**src/rtl/hsv_core_mem_counters.sv**
```systemverilog
// hsv_core_mem_counters: outstanding read/write counters, store write balance and fence drain FSM.
// Latency: all outputs registered, one cycle after the inputs; fence_ready >= 2 cycles after fence_valid.
// Backpressure: none; inputs are single-cycle event pulses. Macro HSV_CORE_MEM_COUNTERS_PERF_EN adds perf counters.

package hsv_core_mem_counters_pkg;
  typedef logic [4:0] mem_counter;
endpackage

module hsv_core_mem_counters
  import hsv_core_mem_counters_pkg::*;
#(
  parameter int MAX_PENDING = 15
) (
  input  logic        clk_core,
  input  logic        rst_core_n,
  input  logic        flush,
  input  logic        pending_reads_up,
  input  logic        pending_writes_up,
  input  logic        write_balance_down,
  input  logic        read_done,
  input  logic        write_done,
  input  logic        commit_store,
  input  logic        fence_valid,
  output logic        fence_ready,
  output mem_counter  pending_reads,
  output mem_counter  pending_writes,
  output mem_counter  write_balance,
  output logic        reads_full,
  output logic        writes_full,
  output logic        count_error
`ifdef HSV_CORE_MEM_COUNTERS_PERF_EN
  ,
  output logic [31:0] perf_fence_cycles,
  output logic [31:0] perf_full_cycles
`endif
);

  localparam mem_counter MAX_CNT = mem_counter'(MAX_PENDING);
  localparam mem_counter ONE     = mem_counter'(1);

  typedef enum logic [1:0] {FENCE_IDLE, FENCE_DRAIN, FENCE_DONE} fence_state_t;

  fence_state_t fence_state;
  mem_counter   reads_nxt;
  mem_counter   writes_nxt;
  mem_counter   balance_nxt;
  logic         reads_err;
  logic         writes_err;

  // Saturating step: an up with no done at the ceiling, or a done with no up at zero, holds.
  function automatic mem_counter step_cnt(input mem_counter cur, input logic up, input logic dn);
    mem_counter nxt;
    nxt = cur;
    if (up && !dn && cur != MAX_CNT) nxt = cur + ONE;
    else if (dn && !up && cur != '0) nxt = cur - ONE;
    return nxt;
  endfunction

  function automatic logic step_err(input mem_counter cur, input logic up, input logic dn);
    return (up && !dn && cur == MAX_CNT) || (dn && !up && cur == '0);
  endfunction

  // Next values of the outstanding-transaction counters and their error conditions.
  always_comb begin
    reads_nxt  = step_cnt(pending_reads, pending_reads_up, read_done);
    reads_err  = step_err(pending_reads, pending_reads_up, read_done);
    writes_nxt = step_cnt(pending_writes, pending_writes_up, write_done);
    writes_err = step_err(pending_writes, pending_writes_up, write_done);
  end

  // Next write balance: two's complement, flush wins over any store event that cycle.
  always_comb begin
    balance_nxt = write_balance;
    if (flush) balance_nxt = '0;
    else if (commit_store && !write_balance_down) balance_nxt = write_balance + ONE;
    else if (!commit_store && write_balance_down) balance_nxt = write_balance - ONE;
  end

  // Counter registers; full flags come from the next value so they line up with the counter.
  always_ff @(posedge clk_core or negedge rst_core_n) begin
    if (!rst_core_n) begin
      pending_reads  <= '0;
      pending_writes <= '0;
      write_balance  <= '0;
      reads_full     <= 1'b0;
      writes_full    <= 1'b0;
      count_error    <= 1'b0;
    end else begin
      pending_reads  <= reads_nxt;
      pending_writes <= writes_nxt;
      write_balance  <= balance_nxt;
      reads_full     <= (reads_nxt == MAX_CNT);
      writes_full    <= (writes_nxt == MAX_CNT);
      count_error    <= count_error | reads_err | writes_err;
    end
  end

  // Fence drain FSM: wait until every earlier read and write has completed, then pulse fence_ready.
  always_ff @(posedge clk_core or negedge rst_core_n) begin
    if (!rst_core_n) begin
      fence_state <= FENCE_IDLE;
      fence_ready <= 1'b0;
    end else if (flush) begin
      fence_state <= FENCE_IDLE;
      fence_ready <= 1'b0;
    end else begin
      case (fence_state)
        FENCE_IDLE: begin
          fence_ready <= 1'b0;
          if (fence_valid && !fence_ready) fence_state <= FENCE_DRAIN;
        end
        FENCE_DRAIN: begin
          if (!fence_valid) begin
            // Fence vanished from the request FIFO; nothing left to acknowledge.
            fence_state <= FENCE_IDLE;
          end else if (reads_nxt == '0 && writes_nxt == '0) begin
            fence_state <= FENCE_DONE;
            fence_ready <= 1'b1;
          end
        end
        FENCE_DONE: begin
          fence_state <= FENCE_IDLE;
          fence_ready <= 1'b0;
        end
        default: begin
          fence_state <= FENCE_IDLE;
          fence_ready <= 1'b0;
        end
      endcase
    end
  end

`ifdef HSV_CORE_MEM_COUNTERS_PERF_EN
  // Wrapping perf counters: cycles spent draining a fence and cycles with a full counter.
  always_ff @(posedge clk_core or negedge rst_core_n) begin
    if (!rst_core_n) begin
      perf_fence_cycles <= '0;
      perf_full_cycles  <= '0;
    end else begin
      if (fence_state == FENCE_DRAIN) perf_fence_cycles <= perf_fence_cycles + 32'd1;
      if (reads_full || writes_full)  perf_full_cycles  <= perf_full_cycles + 32'd1;
    end
  end
`endif

endmodule

```
**config.mk**
```make
export PLATFORM = sky130hd
export DESIGN_NAME = hsv_core_mem_counters
export DESIGN_NICKNAME = d
export VERILOG_FILES = /design/src/rtl/hsv_core_mem_counters.sv
export SDC_FILE = /design/constraint.sdc
export NUM_CORES = 1
export LEC_CHECK = 0
export CORE_MARGIN = 4
export CORE_UTILIZATION = 54
export DETAILED_ROUTE_END_ITERATION = 7
export GPL_ROUTABILITY_DRIVEN = 0
export PLACE_DENSITY = 0.92
export SYNTH_ARGS = -nofsm -noshare
export SYNTH_HDL_FRONTEND = slang
export SYNTH_SLANG_ARGS = --single-unit
```
**constraint.sdc**
```tcl
create_clock -name clk_core -period 7.5 [get_ports clk_core]
set_clock_uncertainty 0.05 [all_clocks]
set_input_delay 1.5 -clock clk_core [delete_from_list [all_inputs] [get_ports clk_core]]
set_output_delay 1.5 -clock clk_core [all_outputs]
set_load 0.05 [all_outputs]
```
==> impl_metrics.py, run 1 <==
metrics = {
    "final_layout": {
        "n_fill_cell": 155,
        "syn_to_final_growth_pct": 24.7,
        "final_area_sq_um": 1710,
        "instances_no_fill": 196,
        "fin_nets": 189,
        "antenna_cells": 0,
        "drive_above_1_share_pct": 6.55,
    },
    "pwr": {
        "p_leak_nw": 0.751,
        "powerDensity_nw_per_um2": 409,
        "finalPower_mw": 0.698,
        "ir_worst_vdd_v": 0.000391,
    },
    "synth": {
        "synthFlopType": "dfrtp_1",
        "synth_edf_count": 0,
        "synth_seq_area_share_pct": 38.4,
        "syn_area_sq_um": 1370,
        "syn_inst": 137,
        "ys.warnings.count": 0,
        "synth_cell_types": 44,
        "ys_seq_elements": 21,
        "syn_nets": 157,
        "avgSynthCellArea_sq_um": 10.0,
        "ys_async_sr_fraction_pct": 100,
    },
    "cts": {
        "ctsHtreeMaxLevel": 1,
        "ctsResizeCount": 0,
        "postCtsSetupBuffers": 0,
        "holdBufCountCts": 0,
        "clockRootBuffer": "clkbuf_4",
        "clk_path_buf_depth": 2,
        "clk_latency_ns": 0.31,
        "cts-buffers-inserted": 3,
        "cts_tree": "built",
        "clock_sinks": 21,
        "clk_pin_slew_ns": 0.11,
    },
    "placed_design": {
        "pre_cts_slack_ns": 3.78,
        "dpl_cell_area_sq_um": 1680,
        "port_buffers": 28,
        "place_hpwl_mm": 2.31,
        "dp_cells": 192,
    },
    "floorplanning": {
        "num_io_pins": 29,
        "die_w_um": 58.4,
        "die_h_um": 58.4,
        "row_count": 17,
        "dieArea_sq_um": 3410,
        "start_util_pct": 59.1,
        "core_sq_um": 2320,
    },
    "detailed_routing": {
        "ant_nets": 0,
        "drt-wirelength-per-cell_um": 15.7,
        "drc_errors": 0,
        "drtIter0Drc": 74,
        "dr.pass1.iters": 4,
        "num_vias": 1176,
        "via_per_inst": 6.00,
        "wirelength_mm": 3.08,
    },
    "global_routing": {
        "grt_max_degree": 22,
        "track_usage_pct": 19.7,
        "grt_pass1_wl_mm": 5.09,
        "grt-ovfl-total": 0,
        "grt_pass1_vias": 1094,
        "antenna_found_initial": 0,
    },
    "setup_path": {
        "critPathBufInv": 1,
        "reg2reg_from": "pending_writes[0]$_DFF_PN0_",
        "cp.depth": 7,
        "worstSetupEndpointType": "flip-flop",
        "crit_family": "simple AND/OR/NAND/NOR gates",
        "worstPathArrival_ns": 3.67,
        "r2r_setup_slack_ns": 4.66,
        "worstPathCellList": "clkdlybuf4s50_1 > or3b_1 > o221ai_1 > o211ai_1 > a2111oi_4 > nand4bb_1 > and2_1",
        "worstReg2RegEnd": "fence_state[0]$_DFFE_PN0P_",
        "max_stage_delay_ns": 0.53,
        "crit_fanout": 10,
        "cp_slowest_cell": "clkdlybuf4s50_1",
        "crit_required_ns": 7.66,
        "critical_path_class": "input port to flip-flop",
        "critPathLaunchType": "input port",
        "ff2ff_path_depth": 9,
    },
    "timing": {
        "rsz0062_at_grt": "no",
        "finalSetupViolCount": 0,
        "setup_ws_ns": 3.99,
        "fin_crit_sh_pct": 46.8,
        "period_needed_ns": 3.51,
        "drv_slew": 0,
        "worst_pin_slew_ns": 0.915,
        "max_freq_mhz": 285,
        "max_slew_margin_pct": 38.8,
        "finalHoldViolations": 0,
        "fin_setup_tns_ns": 0,
    },
    "worst_hold_path": {
        "min_path_cells": 2,
        "min_from": "count_error$_DFF_PN0_",
        "hold_class": "flip-flop to flip-flop",
        "min_to": "count_error$_DFF_PN0_",
    },
    "outcome": {
        "status": "complete, no violations",
    },
    "job": {
        "maxCapViolCount": 0,
    },
}
-- layout make-up --
type                    instances  area [sq um]  share of cell area [%]
multi-input cells             101           788                    46.2
flip-flops and latches         21           526                    30.8
repair buffers                 28           280                    16.4
well taps                      28          35.0                    2.05
inverters                      14          52.6                    3.08
clock buffers                   4          26.3                    1.54
-- worst min-delay path, cell delays in order (launching register included) --
cell and delay (ns):
dfrtp_1 0.37, a311oi_1 0.05, o211ai_1 0.08
-- kinds of logic after synthesis --
kind of cell,synth area share (%)
xor gates and xnor gates,4.47
muxes,3.74
AOI/OAI and AO/OA,16.8
buffers and inverters,4.11
DFF,38.4
and+or+nand+nor,22.8
adders and majority gates,9.68
-- power by group --
| part | total, mW | switching [mW] | leakage (nW) | internal [mW] |
|---|---|---|---|---|
| Combinational | 0.441 | 0.279 | 0.471 | 0.163 |
| Sequential | 0.202 | 0.0512 | 0.266 | 0.150 |
| Clock | 0.0554 | 0.0346 | 0.0150 | 0.0208 |
| Total | 0.698 | 0.364 | 0.751 | 0.334 |
-- cells in the mapped netlist, drive strengths merged (2+ instances only) --
| master | count | area share, % |
|---|---|---|
| dfrtp | 21 | 38 |
| inv | 14 | 3.8 |
| ha | 9 | 8.2 |
| nor2 | 9 | 2.5 |
| nand2 | 8 | 2.2 |
| a21oi | 7 | 2.6 |
| xnor2 | 7 | 4.5 |
| o21ai | 6 | 2.2 |
| and3 | 5 | 2.5 |
| mux2i | 4 | 2.9 |
| nand3 | 4 | 1.5 |
| a21o | 3 | 2.2 |
| nand2b | 3 | 1.4 |
| nor3 | 3 | 1.1 |
| o211ai | 3 | 1.6 |
| a32oi | 2 | 1.3 |
| and3b | 2 | 1.3 |
| nand3b | 2 | 1.1 |
| nor4b | 2 | 1.3 |
| or3b | 2 | 1.3 |
| or4b | 2 | 1.7 |
-- per-layer routing --
layer,routed length [um],GRT usage [%],vias up
li1,-,-,563
met1,1290,25.4,564
met2,1560,33.2,43
met3,184,3.29,6
met4,48,7.28,0
met5,0,0,-
-- state kept, by name, indices dropped and copies added, names as in the netlist --
register,cells
reads_full,1
writes_full,1
fence_state,2
count_error,1
fence_ready,1
pending_reads,5
pending_writes,5
write_balance,5
-- how the worst max path moves through the flow --
stage / startpoint / to / slack (ns)
floorplan: write_done / fence_state[0]$_DFFE_PN0P_ / 4.43
global placement: pending_writes_up / fence_state[0]$_DFFE_PN0P_ / 3.90
detailed placement: pending_writes_up / fence_state[0]$_DFFE_PN0P_ / 3.78
CTS: pending_writes_up / fence_state[0]$_DFFE_PN0P_ / 4.01
global route: pending_writes_up / fence_state[0]$_DFFE_PN0P_ / 3.87
finish: pending_writes_up / fence_state[0]$_DFFE_PN0P_ / 3.99
-- metrics by stage --
stage               utilization (%)  hold slack [ns]
global route                   73.7            0.508
finish                         73.7            0.489
detailed placement             72.5            0.461
global placement               72.5            0.456
floorplan                         -            0.425
CTS                            73.7            0.490
-- layout by cell type (no fill, tap or decap), drive strengths merged, types with 4 or more instances in the layout --
master / n
clkdlybuf4s50: 28
xnor2: 7
mux2i: 4
nand3: 4
a21oi: 7
ha: 9
and3: 5
dfrtp: 21
nor2: 9
o21ai: 6
inv: 14
clkbuf: 4
nand2: 8
(Power assumes the default switching activity.)
==> inputs of run 2 (changes only) <==
--- a/config.mk
+++ b/config.mk
@@ -6,10 +6,10 @@
 export NUM_CORES = 1
 export LEC_CHECK = 0
 export CORE_MARGIN = 4
-export CORE_UTILIZATION = 54
+export CORE_UTILIZATION = 50
 export DETAILED_ROUTE_END_ITERATION = 7
 export GPL_ROUTABILITY_DRIVEN = 0
-export PLACE_DENSITY = 0.92
+export PLACE_DENSITY = 0.87
 export SYNTH_ARGS = -nofsm -noshare
 export SYNTH_HDL_FRONTEND = slang
 export SYNTH_SLANG_ARGS = --single-unit
==> constraint.sdc (replaced) <==
create_clock -name clk_core -period 3.5 [get_ports clk_core]
set_clock_uncertainty 0.05 [all_clocks]
set_input_delay 0.7 -clock clk_core [delete_from_list [all_inputs] [get_ports clk_core]]
set_output_delay 0.7 -clock clk_core [all_outputs]
set_load 0.05 [all_outputs]
==> run 2 against run 1 <==
Routed wire length is 5.5% lower. Global-route usage is 1.8 points lower. Worst hold slack worse by 0.0072 ns. Cell count is 1.0% higher. Clock-buffer cell count is 1 lower. Via count is 0.26% higher. Non-clock buffer count stayed put. Clock power is 110% higher. Utilization is 6.4 points lower. Critical path depth is 2 higher. Highest routed layer unchanged.
==> impl_metrics.py, run 2 (synthesized netlist as in run 1, its figures left out) <==
metrics = {
    "pwr": {
        "p_leak_nw": 0.754,
        "ir_worst_vdd_v": 0.000782,
        "finalPower_mw": 1.48,
        "powerDensity_nw_per_um2": 866,
    },
    "setup_path": {
        "ff2ff_path_depth": 9,
        "critPathBufInv": 0,
        "crit_start": "pending_writes[0]$_DFF_PN0_",
        "cp_common_cell": "ha_1",
        "worstPathCellList": "ha_1 > and3_1 > ha_1 > or3b_1 > o311ai_1 > o21ai_1 > nor4_4 > nand4bb_1 > and2_1",
        "worstSetupEndpointType": "flip-flop",
        "worstReg2RegEnd": "fence_state[0]$_DFFE_PN0P_",
        "reg2reg_from": "pending_writes[0]$_DFF_PN0_",
        "worstPathArrival_ns": 2.90,
        "r2r_setup_slack_ns": 0.75,
        "critical_path_class": "flip-flop to flip-flop",
        "crit_required_ns": 3.65,
        "crit_family": "simple AND/OR/NAND/NOR gates",
        "crit_fanout": 10,
        "cp_slowest_cell": "or3b_1",
        "cp.depth": 9,
        "endpoint": "fence_state[0]$_DFFE_PN0P_",
        "max_stage_delay_ns": 0.50,
        "critPathLaunchType": "flip-flop",
    },
    "worst_hold_path": {
        "min_from": "count_error$_DFF_PN0_",
        "hold_class": "flip-flop to flip-flop",
    },
    "timing": {
        "period_needed_ns": 2.75,
        "fin_setup_tns_ns": 0,
        "finalHoldViolations": 0,
        "max_slew_margin_pct": 40.5,
        "max_freq_mhz": 364,
        "drv_slew": 0,
        "fin_crit_sh_pct": 78.5,
        "finalSetupViolCount": 0,
        "worst_pin_slew_ns": 0.890,
        "rsz0062_at_grt": "no",
    },
    "cts": {
        "ctsResizeCount": 0,
        "holdBufCountCts": 0,
        "cts_tree": "built",
        "clk_latency_ns": 0.30,
        "clk_pin_slew_ns": 0.12,
        "clock_sinks": 21,
        "cts-buffers-inserted": 3,
        "ctsHtreeMaxLevel": 1,
        "clockRootBuffer": "clkbuf_4",
        "postCtsSetupBuffers": 0,
        "clk_path_buf_depth": 2,
    },
    "global_routing": {
        "grt_pass1_wl_mm": 4.99,
        "grt-ovfl-total": 0,
        "track_usage_pct": 17.9,
        "grt_pass1_vias": 1193,
        "grt_max_degree": 22,
        "antenna_found_initial": 0,
    },
    "floorplanning": {
        "num_io_pins": 29,
        "start_util_pct": 53.8,
        "dieArea_sq_um": 3640,
        "core_sq_um": 2540,
        "die_w_um": 60.3,
        "row_count": 18,
        "die_h_um": 60.3,
    },
    "placed_design": {
        "dp_cells": 194,
        "place_hpwl_mm": 2.33,
        "port_buffers": 28,
        "dpl_cell_area_sq_um": 1680,
    },
    "detailed_routing": {
        "drt-wirelength-per-cell_um": 14.7,
        "via_per_inst": 5.95,
        "wirelength_mm": 2.91,
        "num_vias": 1179,
        "drc_errors": 0,
        "dr.pass1.iters": 4,
        "drtIter0Drc": 61,
        "ant_nets": 0,
    },
    "final_layout": {
        "layout_commonest_cell": "clkdlybuf4s50_1",
        "instances_no_fill": 198,
        "largest_registers": "pending_reads x5, pending_writes x5, write_balance x5",
        "syn_to_final_growth_pct": 24.9,
        "layout_common_cells": "clkdlybuf4s50_1 (28), dfrtp_1 (21), inv_1 (14)",
        "n_fill_cell": 200,
        "final_area_sq_um": 1710,
        "fin_nets": 189,
        "drive_above_1_share_pct": 7.14,
        "antenna_cells": 0,
        "fin_util_pct": 67.3,
    },
    "job": {
        "maxCapViolCount": 0,
    },
    "outcome": {
        "status": "complete, no violations",
    },
}
-- run 2: worst min-delay path by stage --
stage                                   end  slack, ns  depth (start not counted)
floorplan             count_error$_DFF_PN0_       0.35                          0
global placement      count_error$_DFF_PN0_       0.46                          2
detailed placement  fence_ready$_DFFE_PN0P_       0.46                          2
CTS                   count_error$_DFF_PN0_       0.49                          2
global route          count_error$_DFF_PN0_       0.51                          2
finish                count_error$_DFF_PN0_       0.48                          2
-- run 2: worst reg2reg max path, cell delays in order, from the launching register on --
cell,delay [ns]
dfrtp_1,0.47
ha_1,0.24
and3_1,0.18
ha_1,0.18
or3b_1,0.50
o311ai_1,0.17
o21ai_1,0.22
nor4_4,0.32
nand4bb_1,0.16
and2_1,0.17
-- run 2: layout make-up --
class | instances | area (sq um) | share of cell area (%)
multi-input cells | 101 | 788 | 46.1
flip-flops and latches | 21 | 526 | 30.7
repair buffers | 28 | 280 | 16.4
inverters | 14 | 52.6 | 3.07
well taps | 30 | 37.5 | 2.19
clock buffers | 3 | 22.5 | 1.32
clock inverters | 1 | 5.00 | 0.292
-- run 2: where the power goes --
| part | internal [mW] | leakage, nW | switching [mW] |
|---|---|---|---|
| sequential | 0.322 | 0.266 | 0.110 |
| combinational | 0.348 | 0.471 | 0.587 |
| clock | 0.0426 | 0.0177 | 0.0731 |
-- run 2: metrics by stage --
step / worst slack (ns) / hold slack, ns
global route: 0.594 / 0.513
global placement: 0.697 / 0.457
CTS: 0.753 / 0.493
finish: 0.751 / 0.481
detailed placement: 0.562 / 0.456
floorplan: 0.705 / 0.354
-- run 2: metal layers --
layer	wire, um	vias up	global-route usage [%]
li1	-	566	-
met1	1300	570	23.0
met2	1400	31	29.0
met3	117	12	2.98
met4	90	0	9.49
met5	0	-	0
==> inputs of run 3 (changes only) <==
==> constraint.sdc (replaced) <==
create_clock -name clk_core -period 2.9 [get_ports clk_core]
set_clock_uncertainty 0.05 [all_clocks]
set_input_delay 0.58 -clock clk_core [delete_from_list [all_inputs] [get_ports clk_core]]
set_output_delay 0.58 -clock clk_core [all_outputs]
set_load 0.05 [all_outputs]
==> run 3 against run 2 <==
Register-to-register slack got worse by 0.57 ns. Final area rose by 0.73%. Critical path depth did not move. Highest routed layer unchanged. Non-clock buffer count rose by 1. Combinational power rose by 22%. Largest cell class unchanged. Routed wire length rose by 2.6%.
==> impl_metrics.py, run 3 (synthesized netlist as in run 1, its figures left out) <==
metrics = {
    "outcome": {
        "status": "complete, no violations",
    },
    "placed_design": {
        "place_hpwl_mm": 2.33,
        "dpl_cell_area_sq_um": 1690,
        "dp_cells": 195,
        "port_buffers": 28,
    },
    "floorplanning": {
        "die_h_um": 60.3,
        "start_util_pct": 53.8,
        "core_sq_um": 2540,
        "die_w_um": 60.3,
        "num_io_pins": 29,
        "dieArea_sq_um": 3640,
        "row_count": 18,
    },
    "pwr": {
        "powerDensity_nw_per_um2": 1040,
        "ir_worst_vdd_v": 0.000886,
        "p_leak_nw": 0.761,
    },
    "detailed_routing": {
        "drt-wirelength-per-cell_um": 15.0,
        "dr.pass1.iters": 4,
        "wirelength_mm": 2.99,
        "drc_errors": 0,
        "drtIter0Drc": 82,
        "num_vias": 1162,
        "via_per_inst": 5.84,
        "ant_nets": 0,
    },
    "global_routing": {
        "grt-ovfl-total": 0,
        "grt_pass1_wl_mm": 5.06,
        "antenna_found_initial": 0,
        "grt_max_degree": 22,
        "grt_pass1_vias": 1171,
        "track_usage_pct": 17.7,
    },
    "setup_path": {
        "cp_slowest_cell": "or3b_1",
        "crit_required_ns": 3.05,
        "critPathLaunchType": "flip-flop",
        "max_stage_delay_ns": 0.50,
        "worstPathCellList": "ha_1 > and3_1 > ha_1 > or3b_1 > o221ai_1 > o211ai_1 > a2111oi_4 > nand4bb_1 > and2_1",
        "crit_fanout": 10,
        "worstPathArrival_ns": 2.86,
        "worstSetupEndpointType": "flip-flop",
        "cp_common_cell": "ha_1",
        "critical_path_class": "flip-flop to flip-flop",
    },
    "timing": {
        "fin_crit_sh_pct": 93.6,
        "max_freq_mhz": 368,
        "period_needed_ns": 2.72,
        "finalHoldViolations": 0,
        "finalSetupViolCount": 0,
        "fin_setup_tns_ns": 0,
        "max_slew_margin_pct": 66.5,
        "worst_pin_slew_ns": 0.501,
        "rsz0062_at_grt": "no",
        "drv_slew": 0,
    },
    "cts": {
        "clock_sinks": 21,
        "ctsHtreeMaxLevel": 1,
        "postCtsSetupBuffers": 0,
        "clk_latency_ns": 0.29,
        "cts-buffers-inserted": 3,
        "holdBufCountCts": 0,
        "cts_tree": "built",
        "clockRootBuffer": "clkbuf_4",
        "clk_pin_slew_ns": 0.12,
        "clk_path_buf_depth": 2,
    },
    "worst_hold_path": {
        "hold_class": "flip-flop to flip-flop",
    },
    "final_layout": {
        "antenna_cells": 0,
        "layout_common_cells": "clkdlybuf4s50_1 (28), dfrtp_1 (21), inv_1 (14)",
        "final_area_sq_um": 1720,
        "layout_commonest_cell": "clkdlybuf4s50_1",
        "instances_no_fill": 199,
        "fin_nets": 190,
        "drive_above_1_share_pct": 8.28,
        "fin_util_pct": 67.7,
        "syn_to_final_growth_pct": 25.8,
        "largest_registers": "pending_reads x5, pending_writes x5, write_balance x5",
    },
    "job": {
        "maxCapViolCount": 0,
    },
}
## run 3: cell count changes in the layout (fill, tap and decap cells not counted), sizes merged
cell  delta
buf      +1
## run 3: per-stage QoR
step                      worst slack, ns  total power [mW]  hold slack, ns
final                               0.185              1.79           0.488
after global routing               0.0399              1.90           0.507
after CTS                           0.167              1.79           0.489
after detailed placement           0.0950              1.65           0.459
after global placement              0.217              1.62           0.457
after floorplan                     0.105              1.31           0.234
## run 3: power by group
part           leakage, nW  switching (mW)  internal, mW
clock               0.0177          0.0885        0.0512
sequential           0.266           0.130         0.389
combinational        0.478           0.714         0.422
## run 3: what timing repair did
action	in CTS	in global routing
resized for setup	0	1
endpoints found under the setup margin	0	2
endpoints found under the hold margin	0	0
## run 3: critical path: cells and delay by family (launching register included)
kind            cells  cell delay, ns
fa+ha+maj           2            0.42
compound gates      3            0.67
flops               1            0.47
simple gates        4            1.02
## run 3: per-layer routing
metal,vias up,GRT usage (%),wire [um]
li1,566,-,-
met1,553,22.8,1300
met2,37,30.6,1480
met3,6,3.19,158
met4,0,5.06,53
met5,-,0,0
## run 3: path summary, 6_finish.rpt
| path | from | endpoint | cells after the start | slack [ns] |
|---|---|---|---|---|
| setup / recovery | pending_writes[0]$_DFF_PN0_ | fence_state[0]$_DFFE_PN0P_ | 9 | 0.18 |
| hold / removal | count_error$_DFF_PN0_ | count_error$_DFF_PN0_ | 2 | 0.49 |
| setup reg to reg | pending_writes[0]$_DFF_PN0_ | fence_state[0]$_DFFE_PN0P_ | 9 | 0.18 |
| hold reg to reg | count_error$_DFF_PN0_ | count_error$_DFF_PN0_ | 2 | 0.49 |
| max in group asynchronous | rst_core_n | write_balance[3]$_DFFE_PN0P_ | 2 | 2.04 |
| min in group asynchronous | rst_core_n | write_balance[4]$_DFFE_PN0P_ | 2 | 0.55 |
## run 3: final cells by class
class,count,area [sq um]
clock inverter,1,5.00
clock buffer,3,22.5
fill,193,821
sequential,21,526
inverter,14,52.6
timing repair buffer,29,288
tap,30,37.5
multi-input combinational,101,793
